[src/rtl/led_pattern_ctrl_if.sv]
// Command channel for led_pattern_ctrl.
//   cmd_valid  : command present (master -> slave)
//   cmd_ready  : command can be accepted (slave -> master)
//   cmd_led    : target LED index
//   cmd_mode   : 0=OFF, 1=ON, 2=BLINK, 3=BURST
//   cmd_count  : burst on-pulse count (BURST only)
interface led_pattern_ctrl_if #(
  parameter int unsigned IDX_W = 4
) ();
  logic             cmd_valid;
  logic             cmd_ready;
  logic [IDX_W-1:0] cmd_led;
  logic [1:0]       cmd_mode;
  logic [3:0]       cmd_count;

  modport master (
    output cmd_valid,
    output cmd_led,
    output cmd_mode,
    output cmd_count,
    input  cmd_ready
  );

  modport slave (
    input  cmd_valid,
    input  cmd_led,
    input  cmd_mode,
    input  cmd_count,
    output cmd_ready
  );
endinterface

[src/rtl/led_pattern_ctrl.sv]
// Multi-channel LED pattern controller driven by one shared prescaled tick.
// Each LED is OFF, ON, BLINK (toggle every tick) or BURST (N on-periods, then OFF).
//   clk        : system clock, posedge
//   rst        : asynchronous active-high reset
//   run        : 1 = prescaler counts, 0 = prescaler and LEDs frozen
//   cmd        : command channel (slave side of led_pattern_ctrl_if)
//   led        : LED drive, 1 = lit
//   burst_done : one-cycle pulse per LED when its burst completes
//   cmd_err    : one-cycle pulse for a command with an out-of-range index
module led_pattern_ctrl #(
  parameter int unsigned NUM_LED = 4,
  parameter int unsigned CLK_DIV = 50000000,
  parameter int unsigned IDX_W   = 4
) (
  input  logic               clk,
  input  logic               rst,
  input  logic               run,
  led_pattern_ctrl_if.slave  cmd,
  output logic [NUM_LED-1:0] led,
  output logic [NUM_LED-1:0] burst_done,
  output logic               cmd_err
);

  localparam int unsigned DivW = (CLK_DIV > 1) ? $clog2(CLK_DIV) : 1;
  localparam logic [DivW-1:0] DivMax = DivW'(CLK_DIV - 1);

  typedef enum logic [1:0] {
    ModeOff,
    ModeOn,
    ModeBlink,
    ModeBurst
  } mode_e;

  logic [DivW-1:0]  div_cnt;
  mode_e            mode_q [NUM_LED];
  logic [3:0]       rem_q  [NUM_LED];
  logic             tick;
  logic             accept;
  logic             idx_ok;
  logic [IDX_W-1:0] cmd_idx;

  assign cmd.cmd_ready = ~rst;
  assign cmd_idx       = cmd.cmd_led;
  assign tick          = run && (div_cnt == DivMax);
  assign accept        = cmd.cmd_valid && cmd.cmd_ready;
  assign idx_ok        = 32'(cmd_idx) < NUM_LED;

  always_ff @(posedge clk or posedge rst) begin
    if (rst) begin
      div_cnt    <= '0;
      led        <= '0;
      burst_done <= '0;
      cmd_err    <= 1'b0;
      for (int i = 0; i < NUM_LED; i++) begin
        mode_q[i] <= ModeOff;
        rem_q[i]  <= 4'd0;
      end
    end else begin
      burst_done <= '0;
      cmd_err    <= accept && !idx_ok;

      if (run) begin
        div_cnt <= tick ? '0 : div_cnt + 1'b1;
      end

      for (int i = 0; i < NUM_LED; i++) begin
        // A command to this LED overrides any tick update in the same cycle.
        if (accept && (32'(cmd_idx) == 32'(i))) begin
          unique case (cmd.cmd_mode)
            2'd0: begin
              mode_q[i] <= ModeOff;
              led[i]    <= 1'b0;
            end
            2'd1: begin
              mode_q[i] <= ModeOn;
              led[i]    <= 1'b1;
            end
            2'd2: begin
              mode_q[i] <= ModeBlink;
              led[i]    <= 1'b1;
            end
            2'd3: begin
              if (cmd.cmd_count == 4'd0) begin
                mode_q[i]     <= ModeOff;
                led[i]        <= 1'b0;
                burst_done[i] <= 1'b1;
              end else begin
                mode_q[i] <= ModeBurst;
                led[i]    <= 1'b1;
                rem_q[i]  <= cmd.cmd_count;
              end
            end
            default: ;
          endcase
        end else if (tick) begin
          unique case (mode_q[i])
            ModeBlink: led[i] <= ~led[i];
            ModeBurst: begin
              if (led[i]) begin
                led[i]   <= 1'b0;
                rem_q[i] <= rem_q[i] - 4'd1;
                if (rem_q[i] == 4'd1) begin
                  mode_q[i]     <= ModeOff;
                  burst_done[i] <= 1'b1;
                end
              end else begin
                led[i] <= 1'b1;
              end
            end
            default: ;
          endcase
        end
      end
    end
  end

endmodule

[src/flat_wrapper.sv]
// flat-port wrapper written by rule: the top's interface ports become plain ports
module led_pattern_ctrl_flat 
#(
  parameter int unsigned NUM_LED = 4,
  parameter int unsigned CLK_DIV = 50000000,
  parameter int unsigned IDX_W   = 4
)
  (clk, rst, run, led, burst_done, cmd_err, cmd_cmd_valid, cmd_cmd_led, cmd_cmd_mode, cmd_cmd_count, cmd_cmd_ready);
  led_pattern_ctrl_if #(.IDX_W(IDX_W)) cmd_i ();
  input  logic clk;
  input  logic rst;
  input  logic run;
  output logic [NUM_LED-1:0] led;
  output logic [NUM_LED-1:0] burst_done;
  output logic cmd_err;
  input wire logic [$bits(cmd_i.cmd_valid)-1:0] cmd_cmd_valid;
  input wire logic [$bits(cmd_i.cmd_led)-1:0] cmd_cmd_led;
  input wire logic [$bits(cmd_i.cmd_mode)-1:0] cmd_cmd_mode;
  input wire logic [$bits(cmd_i.cmd_count)-1:0] cmd_cmd_count;
  output wire logic [$bits(cmd_i.cmd_ready)-1:0] cmd_cmd_ready;
  assign cmd_i.cmd_valid = cmd_cmd_valid;
  assign cmd_i.cmd_led = cmd_cmd_led;
  assign cmd_i.cmd_mode = cmd_cmd_mode;
  assign cmd_i.cmd_count = cmd_cmd_count;
  assign cmd_cmd_ready = cmd_i.cmd_ready;
  led_pattern_ctrl #(.NUM_LED(NUM_LED), .CLK_DIV(CLK_DIV), .IDX_W(IDX_W)) u_core (.clk(clk), .rst(rst), .run(run), .cmd(cmd_i), .led(led), .burst_done(burst_done), .cmd_err(cmd_err));
endmodule
[config.mk]
export PLATFORM = sky130hd
export DESIGN_NAME = led_pattern_ctrl_flat
export DESIGN_NICKNAME = d
export VERILOG_FILES = /design/src/rtl/led_pattern_ctrl_if.sv /design/src/rtl/led_pattern_ctrl.sv /design/src/flat_wrapper.sv
export SDC_FILE = /design/constraint.sdc
export NUM_CORES = 1
export LEC_CHECK = 0
export BUFFER_PORTS_ARGS = -buffer_cell sky130_fd_sc_hd__buf_2
export CAP_MARGIN = 15
export CORE_ASPECT_RATIO = 0.9
export CORE_MARGIN = 4
export CORE_UTILIZATION = 62
export CTS_BUF_LIST = sky130_fd_sc_hd__clkbuf_8
export CTS_CLUSTER_DIAMETER = 30
export CTS_CLUSTER_SIZE = 28
export DETAILED_ROUTE_END_ITERATION = 16
export PLACE_DENSITY_LB_ADDON = 0.08
export SETUP_SLACK_MARGIN = 0.5
export SLEW_MARGIN = 10
export SYNTH_ARGS = -nofsm -noshare
export SYNTH_HDL_FRONTEND = slang
export SYNTH_SLANG_ARGS = --single-unit
[constraint.sdc]
create_clock -name clk -period 2.8 [get_ports clk]
set_input_delay 0.14 -clock clk [delete_from_list [all_inputs] [get_ports clk]]
set_output_delay 0.14 -clock clk [all_outputs]
set_load 0.05 [all_outputs]
# Yosys cells after proc, flatten, opt, wreduce, memory -nomap -nowiden
# Cells that the tools add are included.
totals:
  ff_bits: 59
  in_bits: 14
  out_inout_bits: 10
classes:
  addsub: 5
  magnitude_cmp: 1
  eq_ne: 27
  n_mux: 81
  bitwise: 5
  n_reduce_logical: 44
ops:
  columns: ["cell", "count"]
  rows:
  - ["two-way mux 4 bit", 18]
  - ["two-way mux 2 bit", 21]
  - ["two-way mux 1 bit", 35]
  - ["nonzero test 2 bit", 16]
  - ["adder 26 x 1 -> 26 bit (second input constant)", 1]
  - ["equality test 26 bit (second input constant)", 1]
  - ["two-way mux 26 bit", 1]
  - ["equality test 2 bit (second input constant)", 10]
  - ["equality test 4 x 1 -> 1 bit (second input constant)", 5]
  - ["AND reduction 5 bit", 4]
  - ["!= test 2 bit (second input constant)", 8]
  - ["AND reduction 4 bit", 4]
  - ["subtractor 4 x 1 -> 4 bit (second input constant)", 4]
  - ["nonzero test 3 bit", 4]
  - ["equality test 4 x 2 -> 1 bit (second input constant)", 2]
  - ["zero test 4 bit", 2]
  - ["case mux 1 bit (2 select lines)", 4]
  - ["case mux 2 bit (4 select lines)", 1]
  - ["AND reduction 2 bit", 4]
  - ["logical AND 1 bit", 7]
  - ["NOT 1 bit", 5]
  - ["less-than comparator 4 x 3 -> 1 bit (second input constant)", 1]
  - ["case mux 1 bit (3 select lines)", 1]
  - ["equality test 2 x 1 -> 1 bit (second input constant)", 1]
  - ["3 further kinds", 3]

# Longest topological paths before layout
# Gate-level depths: netlist (run 1).
depth:
  word_depth: 6
  ltp_mapped: 7
  mapped_depth_nobuf: 6

# Worst setup path before layout (run 1)
# Ideal clock, no wire load.
synth_timing:
  path_type: "flip-flop to flip-flop"
  start: "register u_core.div_cnt[0]"
  end: "register u_core.rem_q[7] (netlist name)"
  t_arrival_ns: 1.981
  slack_ns: 0.692
  stages_incl_launch_ff: 7
  n_path_buf: 0
  synth_period_minus_slack_ns: 2.108
  cell_sequence: "dfrtp_1 > ha_1 > nand3_2 > or4_4 > nor3_4 > a311oi_1 > a311o_1"
synth_via:
  elab_chain_cells: 4
synth_lines:
  columns: ["element", "line_no", "source"]
  rows:
  - ["start: declaration", "led_pattern_ctrl.sv:34", "logic [DivW-1:0] div_cnt;"]
  - ["start signal: assignment", "led_pattern_ctrl.sv:63", "div_cnt <= tick ? '0 : div_cnt + 1'b1;"]
  - ["equality test 26 bit", "led_pattern_ctrl.sv:44", "assign tick = run && (div_cnt == DivMax);"]
  - ["logical AND 1 bit", "led_pattern_ctrl.sv:44", null]
  - ["nonzero test 2 bit (no source line)", null, null]
  - ["AND reduction 5 bit (no source line)", null, null]
  - ["end signal: indexed assignment", "led_pattern_ctrl.sv:90", "rem_q[i] <= cmd.cmd_count;"]
  - ["end signal: indexed assignment", "led_pattern_ctrl.sv:101", "rem_q[i] <= rem_q[i] - 4'd1;"]
  - ["end: declaration", "led_pattern_ctrl.sv:36", "logic [3:0] rem_q [NUM_LED];"]
# Every way passes these cells.
# A chain may end at the register's enable or synchronous reset.

# Final worst setup path (run 1)
layout_timing:
  start: "register u_core.div_cnt[12]"
  end: "register u_core.rem_q[6] (netlist name)"
# The elaborated chain is that of the path after synthesis.

==> results.toml, run 1 <==
[pwr]
finalPower_mw = 2.204
p_leak_nw = 1.627
p_per_area_nw_per_um2 = 606.7
max-vdd-ir-drop_uv = 390.8

[critical_path]
criticalPathCategory = "flip-flop to flip-flop"
end_kind = "flip-flop"
cp_slowest_cell = "or4_4"
critPathRequiredTime_ps = 3040
arrival_ps = 2410
critPathMostFrequentCell = "buf_4"
cp_max_fo = 6
slowest_delay_ps = 600
startpoint = "u_core.div_cnt[12]"
startpoint_type = "flip-flop"
path_cells = "nand4_1 > buf_4 > or4_4 > nor3_4 > buf_4 > a31oi_1 > a311oi_1"
r2r_start = "u_core.div_cnt[12]"

[sta]
final.min_clock_period_ps = 2173
worst_slack_ps = 627.1
drv_slew = 0
setup_violations = 0
period_share_pct = 77.60
finClkSkew_ps = 5.853
slew_headroom_pct = 54.15
hold_viol = 0
worst_slew_pin_slew_ps = 686.0
fmax_mhz = 460.2
tns_ps = 0
whs_ps = 54.68
rsz0062_at_grt = "true"

[clock_network]
cts_root_buf = "clkbuf_8"
cts_tree = "done"
path_clk_slew_ps = 60
cts.sinks = 59
cts_buffers = 9
h-tree-depth = 3
clock_path_buffers = 2
clk_latency_ps = 340

[run]
cap_violations = 0

[die]
rows = 24
dieArea_um2 = 6333
die_w_um = 83.44
core-area_um2 = 4895
io_pins = 24
fp.dieH_um = 75.90
start_util_pct = 64.88

[synth]
synth_compound_area_share_pct = 11.07
synthAdderAreaFrac_pct = 4.334
synth_edf_count = 0
syn_nets = 364
synth_top_family_by_area = "simple AND/OR/NAND/NOR gates"
synthXorXnorAreaFrac_pct = 6.619
synthMuxAreaShare_pct = 1.300
syn-instance-count = 339
ys_seq_area_share_pct = 46.49
synth_cell_types = 48
ys_ff_latch = 59
yosysWarnings = 0
netlist_area_um2 = 3176
synth-simple-area-share_pct = 27.38
postSynth.asyncResetShare_pct = 100.0
ys.flop_type = "dfrtp_1"
syn_avg_cell_area_um2 = 9.367

[route]
wl_mm = 7.450
postRouteAntennaNets = 0
num_vias = 2750
drt-wirelength-per-cell_um = 16.78
drt_iter0_drc = 198
vias_per_cell = 6.194
drc = 0
dr.pass1.iters = 8

[final_layout]
fin_nets = 400
final_cell_count_no_fill = 444
areaGrowthSynthToFinish_pct = 14.38
final_util_pct = 74.21
n_antenna_cell = 0
postLayoutCellArea_um2 = 3632
drive_above_1_share_pct = 15.30

[place]
placed_area_um2 = 3392
place_congestion = 0.8662
port_buffers = 23
hpwl_mm = 5.287
dp_cells = 426
pre_cts_slack_ps = 453.8

[min_path]
hp-class = "input port to flip-flop"
holdCritStartpoint = "cmd_cmd_valid"

[global_routing]
grt_max_degree = 46
grt_pass1_wl_mm = 12.37
grt_pass1_vias = 2615
antenna_found_initial = 0
grt_usage_pct = 25.37
grt_overflow_total = 0

[run_status]
status = "completed"
[per-layer routing]
metal | GRT usage [%] | wire length, um | vias to the layer above
met5 | 0 | 0 | -
met4 | 9.286 | 97 | 0
met3 | 6.486 | 442 | 14
met2 | 40.12 | 3401 | 87
met1 | 34.59 | 3508 | 1350
li1 | - | - | 1299
[flip-flops by register name, indices dropped and copies added, names as in the netlist]
signal,cells
u_core.burst_done,4
u_core.cmd_err,1
u_core.div_cnt,26
u_core.led,4
u_core.mode_q,8
u_core.rem_q,16
[cells by family after synthesis]
logic type | after synthesis
AOI/OAI and AO/OA | 50
xor gates and xnor gates | 24
adders and majority gates | 11
buffers and inverters | 23
DFF | 59
muxes | 4
and+or+nand+nor | 168
[final cells by class]
class	count	area [um^2]
multi-input cells	257	1632
flip-flops and latches	59	1476
clock inverters	4	42.54
inverters	15	56.30
clock buffers	11	151.4
fillers	369	1262
well taps	65	81.33
repair buffers	33	192.7
[placed cells by master (no fill, tap or decap), types with 2 or more instances in the layout]
master and instances:
nand4_1 13, xor2_1 14, or3_1 2, buf_4 9
a31o_2 2, a21o_1 2, nand3b_1 3, nor2_1 46
a311oi_1 5, mux2i_1 3, nand4b_1 3, nand2_1 35
nor2b_1 3, a211oi_1 4, o22ai_1 7, dfrtp_1 59
nand2b_1 2, a31oi_1 4, xnor2_1 10, o211ai_1 8
a21oi_1 5, nand3_1 26, clkbuf_8 11, and3_1 5
o21ai_0 7, and2_1 3, buf_2 23, ha_1 10
nor4_1 6, nor3_1 8, inv_1 16
[cell usage after synthesis (2+ instances only)]
cell type / instances / share of area, %
a311oi_1: 5 / 1.4
xor2_1: 14 / 3.9
a211oi_1: 4 / 0.95
a21o_1: 2 / 0.47
nor2_1: 46 / 5.4
nand4_1: 13 / 2.6
nor4_2: 2 / 0.79
o21ai_0: 7 / 1.1
nor2b_1: 3 / 0.59
dfrtp_1: 59 / 46
and3_1: 5 / 0.99
o211ai_1: 8 / 1.9
ha_1: 11 / 4.3
nor4_1: 6 / 1.2
nand2_1: 35 / 4.1
buf_2: 2 / 0.32
o22ai_1: 7 / 1.4
nand4b_1: 3 / 0.83
a21oi_1: 5 / 0.79
inv_1: 15 / 1.8
xnor2_1: 10 / 2.8
nand3b_1: 3 / 0.71
nor3b_1: 2 / 0.47
mux2i_1: 3 / 0.95
nand3_1: 26 / 4.1
or3_1: 2 / 0.39
a31o_2: 2 / 0.55
nor3_1: 8 / 1.3
a31oi_1: 4 / 0.79
clkbuf_1: 6 / 0.71
nand2b_1: 2 / 0.39
and2_1: 3 / 0.59
[power breakdown]
group	internal (mW)	switching, mW	total, mW	leakage, nW
clock	0.446	0.313	0.759	0.108
sequential	0.957	0.119	1.08	0.775
combinational	0.150	0.218	0.368	0.744
total	1.55	0.650	2.20	1.63
[repair_timing]
item / 4_1_cts / 5_1_grt
endpoints found under the setup margin: 2 / 11
hold buffers: 1 / 0
pin swaps: 1 / 2
endpoints found under the hold margin: 14 / 0
setup buffers: 0 / 2
resized for setup: 1 / 3
[path summary, 6_finish.rpt]
| path | to | slack [ps] | cells after the start |
|---|---|---|---|
| worst max-delay path | u_core.rem_q[6] | 630 | 7 |
| worst min-delay path | u_core.cmd_err | 50 | 2 |
| worst max register to register | u_core.rem_q[6] | 630 | 7 |
| worst min register to register | u_core.div_cnt[24] | 500 | 1 |
| max in group asynchronous | u_core.div_cnt[13] | 1550 | 4 |
| min in group asynchronous | u_core.cmd_err | 350 | 3 |
[critical path, delay by kind of cell (launching register included)]
kind	cells	cell delay, ps
simple gates	3	980
compound gates	2	330
flops	1	420
buf+inv	2	340
(Power assumes the default switching activity.)
==> run 2: changes to the inputs <==
ABC_AREA = 1   (was unset)
CORE_UTILIZATION = 63   (was 62)
clock period = 2.1 ns   (was 2.8 ns; I/O delays follow)
==> run 2 against run 1 <==
Critical path depth grew 3. Critical endpoint is now u_core.mode_q[5]. Cell area grew 21%. Setup slack lost 99 ps. Clock power grew 50%. Core utilization grew 2.1 points. Hold slack lost 23 ps. Total power grew 48%. Synthesized area grew 19%. Largest cell class unchanged. Count of clock-buffer cells in the layout is the same. Fmax grew 38%.
==> results.toml, run 2 <==
[run_status]
status = "completed"

[synth]
synth_top_area_share_pct = 39.03
synth_edf_count = 0
yosysWarnings = 0
netlist_area_um2 = 3782
syn_avg_cell_area_um2 = 7.316
ys_ff_latch = 59
synth_top_area_cell = "dfrtp_1"
postSynth.asyncResetShare_pct = 100.0
ys_top_cells_by_count = "nand2_1 (156), inv_1 (63), dfrtp_1 (59)"
synth.most_common_cell = "nand2_1"
synth_cell_types = 30
ys.flop_type = "dfrtp_1"
synthTopCellsByArea = "dfrtp_1 (39%), nand2_1 (15%), nand3_1 (6.7%)"
syn-instance-count = 517
syn_nets = 542
ys_seq_area_share_pct = 39.03

[clock_network]
clk_latency_ps = 340
cts.sinks = 59
cts_root_buf = "clkbuf_8"
cts_tree = "done"
clock_path_buffers = 2
cts_buffers = 9
h-tree-depth = 3
path_clk_slew_ps = 60

[place]
port_buffers = 23
hpwl_mm = 6.192
pre_cts_slack_ps = 485.6
place_congestion = 0.8684

[die]
start_util_pct = 65.69
fp.dieH_um = 81.51
core-area_um2 = 5758
dieArea_um2 = 7309
rows = 26
io_pins = 24
die_w_um = 89.68

[global_routing]
grt_pass1_wl_mm = 14.32
grt_pass1_vias = 3229
grt_max_degree = 61
antenna_found_initial = 0
met2_usage_pct = 43.93
grt_busiest_layer = "met2"
grt_overflow_total = 0
grt_usage_pct = 25.32
grt_use_met1_pct = 30.84
use_met3_pct = 5.416

[min_path]
holdCritStartpoint = "rst"
hold_end = "u_core.cmd_err"
hold-path-cell-count = 2
hp-class = "input port to flip-flop"

[critical_path]
arrival_ps = 1800
rr_endpoint = "u_core.mode_q[5]"
cp_max_fo = 5
startpoint_type = "flip-flop"
criticalPathCategory = "flip-flop to flip-flop"
end_kind = "flip-flop"
critPathRequiredTime_ps = 2320
r2r_cells = 10
reg2reg_slack_ps = 530
r2r_start = "u_core.div_cnt[9]"

[route]
wl_mm = 8.620
vias_per_cell = 5.456
drt-wirelength-per-cell_um = 13.60
drc = 0
postRouteAntennaNets = 0
dr.pass1.iters = 4
drt_iter0_drc = 171
num_vias = 3459

[pwr]
p_per_area_nw_per_um2 = 740.9
max-vdd-ir-drop_uv = 529.1
finalPower_mw = 3.256
p_leak_nw = 2.360

[sta]
hold_viol = 0
setup_violations = 0
tns_ps = 0
drv_slew = 0
worst_slew_pin_slew_ps = 760.4
final.min_clock_period_ps = 1572
whs_ps = 31.23
period_share_pct = 74.85
fmax_mhz = 636.2
finClkSkew_ps = 8.030
rsz0062_at_grt = "true"
slew_headroom_pct = 49.31
worst_slack_ps = 528.1

[final_layout]
final_cell_mix = "nand2_1 (151), inv_1 (60), dfrtp_1 (55), nor2_1 (49), nand3_1 (47)"
fin_nets = 586
num-fill-cells = 434
largestRegisters = "u_core.div_cnt: 26 flops, u_core.rem_q: 16 flops, u_core.mode_q: 8 flops"
largest_reg_flops = 26
n_antenna_cell = 0
layout_commonest_cell = "nand2_1"
seq_area_um2 = 1481
drive_above_1_share_pct = 21.81
multi_input_area_um2 = 2138
regMostFlops = "u_core.div_cnt"
areaGrowthSynthToFinish_pct = 16.18

[run]
cap_violations = 0
==> run 2: cell types whose count changed after synthesis, sizes merged, moves of 6 or more <==
cell and change:
nor2 +23, o211ai -8, or2 +6, o22ai -6
nor4 -8, clkbuf -6, o21ai +16, nand2 +139
inv +51, nand3 +29
==> run 2: cells by family after synthesis <==
group,Yosys count,share of synthesized area (%)
buffers and inverters,71,7.344
flip-flops,59,39.03
AO/OA/AOI/OAI,36,5.028
adder cells (fa/ha/maj),11,3.639
XOR/XNOR,16,3.705
AND/OR/NAND/NOR,324,41.25
==> run 2: worst max-delay path: stages, from the launching register on <==
cell and delay [ps]:
dfrtp_2 430, inv_1 80, nand2_2 60, nor2_2 160
nand2_2 110, nor2_8 250, nand2_8 110, nand2_4 90
nand2_4 60, nand2_2 60, nand2_1 40
==> run 2: layer usage <==
| layer | part of all wire [%] | wire [um] | vias up |
|---|---|---|---|
| met1 | 44 | 3808 | 1634 |
| met3 | 4.6 | 400 | 23 |
| met2 | 49 | 4234 | 83 |
| met4 | 2.0 | 176 | 0 |
| met5 | 0 | 0 | - |
| li1 | - | - | 1719 |
==> run 2: metrics by stage <==
| stage | cells | instance area, um^2 | utilization [%] |
|---|---|---|---|
| 2_1_floorplan | 517 | 3791 | - |
| 3_3_place_gp | 607 | 3979 | 69.10 |
| 3_5_place_dp | 607 | 3979 | 69.10 |
| 4_1_cts | 621 | 4197 | 72.88 |
| 5_1_grt | 634 | 4394 | 76.31 |
| 6_report | 634 | 4394 | 76.31 |
==> run 2: repair_timing <==
action | 4_1_cts | 5_1_grt
cloned | 0 | 1
setup endpoints to repair | 10 | 46
resized for setup | 1 | 28
buffers inserted | 0 | 12
hold buffers | 0 | 0
pin swaps | 1 | 15
==> run 2: report_power, final <==
| group | switching (mW) | internal, mW |
|---|---|---|
| combinational | 0.403 | 0.263 |
| clock | 0.429 | 0.716 |
| sequential | 0.161 | 1.28 |
| total | 0.992 | 2.26 |
==> run 2: layout make-up <==
cell class / count / area share (%)
timing repair buffer: 37 / 5.011
sequential: 59 / 33.71
multi-input combinational: 388 / 48.66
clock buffer: 11 / 3.445
tap: 70 / 1.993
clock inverter: 3 / 1.452
inverter: 66 / 5.723
==> run 2: worst max-delay path by stage <==
stage	startpoint	to	slack, ps	cells past startpoint
floorplan	rst	u_core.led[2]	140	6
global placement	cmd_cmd_led[3]	u_core.rem_q[7]	550	9
detailed placement	u_core.div_cnt[1]	u_core.mode_q[5]	490	10
CTS	u_core.div_cnt[1]	u_core.burst_done[1]	510	9
global route	u_core.div_cnt[9]	u_core.mode_q[5]	460	10
finish	u_core.div_cnt[9]	u_core.mode_q[5]	530	10
==> run 3: changes to the inputs <==
clock period = 1.6 ns   (was 2.1 ns; I/O delays follow)
==> run 3 against run 2 <==
The flow now finishes with violations (setup timing). Critical path depth did not move. Largest cell class unchanged. Total power rose by 44%. First-iteration DRC count rose to 2.5 times the previous value. Sequential power rose by 34%. Clock skew rose by 4.4 ps. Die area did not move. Clock power rose by 30%. Via count rose by 21%. Cell area rose by 20%. Core utilization rose by 15 points. Hold slack improved by 27 ps.
==> results.toml, run 3 (synthesized netlist as in run 2, its figures left out) <==
[die]
die_w_um = 89.68
core-area_um2 = 5758
io_pins = 24
rows = 26
start_util_pct = 65.69
fp.dieH_um = 81.51
dieArea_um2 = 7309

[clock_network]
cts_root_buf = "clkbuf_8"
h-tree-depth = 3
clock_path_buffers = 2
path_clk_slew_ps = 60
cts_buffers = 9
clk_latency_ps = 360
cts_tree = "done"
cts.sinks = 59

[final_layout]
final_util_pct = 91.50
final_cell_mix = "nand2_1 (119), inv_1 (60), dfrtp_1 (54), nand3_1 (37), buf_4 (33)"
fin_nets = 623
postLayoutCellArea_um2 = 5269
largest_reg_flops = 26
n_antenna_cell = 0
regMostFlops = "u_core.div_cnt"
drive_above_1_share_pct = 38.37
areaGrowthSynthToFinish_pct = 39.30
layout_commonest_cell = "nand2_1"
final_cell_count_no_fill = 672
largestRegisters = "u_core.div_cnt: 26 flops, u_core.rem_q: 16 flops, u_core.mode_q: 8 flops"

[global_routing]
grt_max_degree = 51
grt_usage_pct = 32.07
grt_overflow_total = 0
grt_pass1_vias = 3886
antenna_found_initial = 0
grt_pass1_wl_mm = 17.59

[sta]
period_share_pct = 108.4
tns_ps = -2221
finClkSkew_ps = 12.46
setup_violations = 41
worst_slew_pin_slew_ps = 681.0
slew_headroom_pct = 54.60
rsz0062_at_grt = "true"
drv_slew = 0
fmax_mhz = 576.5
worst_slack_ps = -134.6
final.min_clock_period_ps = 1735
hold_viol = 0

[pwr]
switchingPower_mw = 1.601
finalPower_mw = 4.674
max-vdd-ir-drop_uv = 935.1
p_per_area_nw_per_um2 = 887.2
clock_power_share_pct = 31.7
pwr-share-comb_pct = 26.7
pwr-share-seq_pct = 41.6
sw_frac_of_total_pct = 34.25
p_leak_nw = 2.682
p_int_mw = 3.074

[place]
hpwl_mm = 6.455
port_buffers = 23
place_congestion = 0.8909
placed_area_um2 = 4136
dp_cells = 619

[critical_path]
startpoint_type = "flip-flop"
r2r_cells = 10
cp_max_fo = 7
end_kind = "flip-flop"
critPathRequiredTime_ps = 1820
arrival_ps = 1950
criticalPathCategory = "flip-flop to flip-flop"

[route]
drt_iter0_drc = 430
vias_per_cell = 6.208
num_vias = 4172
wl_mm = 13.65
drc = 0
drt-wirelength-per-cell_um = 20.31
dr.pass1.iters = 12
postRouteAntennaNets = 0

[run]
cap_violations = 0

[min_path]
hp-class = "input port to flip-flop"
hold-path-cell-count = 3

[run_status]
failed_checks = "setup timing"
status = "finished with violations"
run 3: changes by cell type in the layout (fill, tap and decap cells not counted), moves of 5 or more:
| cell | delta |
|---|---|
| nand2_1 | -32 |
| buf_4 | +19 |
| nand2_2 | +18 |
| nor2_1 | -18 |
| nor2_4 | +14 |
| buf_6 | +13 |
| nand3_1 | -10 |
| nand2_4 | +9 |
| buf_12 | +7 |
| nand3_2 | +6 |
| nand2_8 | +5 |
| o21ai_2 | +5 |
run 3: worst max-delay path: stages (launching register included):
cell     delay [ps]
dfrtp_1         420
buf_6           160
inv_2            50
nand2_1          60
nor2_1          160
nand2_1         130
nor2_4          120
buf_12          160
nand3_4          90
nand3_2         140
nand2_2         100
run 3: what timing repair did:
action | 4_1_cts | 5_1_grt
buffers inserted | 23 | 12
endpoints found under the setup margin | 61 | 61
pin swaps | 26 | 30
endpoints found under the hold margin | 9 | 1
resized for setup | 75 | 68
cloned | 1 | 0
hold buffers | 1 | 1
run 3: layout make-up:
cell class                 count  area, um^2
inverter                      66       254.0
clock buffer                  13       178.9
fill                         228       489.2
sequential                    59        1483
timing repair buffer          74       649.4
clock inverter                 2       33.78
tap                           70       87.58
multi-input combinational    388        2582
run 3: power groups by stage:
stage	clock (mW)	sequential (mW)	combinational, mW
floorplan	0	1.93	0.648
global placement	0	1.91	0.888
detailed placement	0	1.92	0.915
CTS	1.46	1.91	1.10
global route	1.55	1.96	1.35
finish	1.48	1.94	1.25
run 3: layer usage:
metal | global-route usage [%] | part of all wire, % | wire (um) | vias to the layer above
met5 | 0 | 0 | 0 | -
met2 | 54.24 | 48 | 6486 | 323
met3 | 8.626 | 11 | 1437 | 100
met4 | 15.92 | 6.3 | 859 | 0
met1 | 37.24 | 36 | 4862 | 1949
li1 | - | - | - | 1800
run 3: metrics by stage:
step | hold slack, ps | worst slack [ps]
2_1_floorplan | 150.8 | -332.0
3_3_place_gp | 153.3 | 83.56
3_5_place_dp | 150.4 | 26.01
4_1_cts | 3.176 | 90.31
5_1_grt | 39.07 | -335.3
6_report | 58.71 | -134.6
run 3: final timing paths:
path,from,to,slack [ps]
max in group asynchronous,rst,u_core.div_cnt[2],800
max reg2reg,u_core.div_cnt[11],u_core.mode_q[0],-130
min,cmd_cmd_valid,u_core.cmd_err,60
min in group asynchronous,rst,u_core.div_cnt[12],140
min reg2reg,u_core.rem_q[5],u_core.rem_q[5],510
max,u_core.div_cnt[11],u_core.mode_q[0],-130
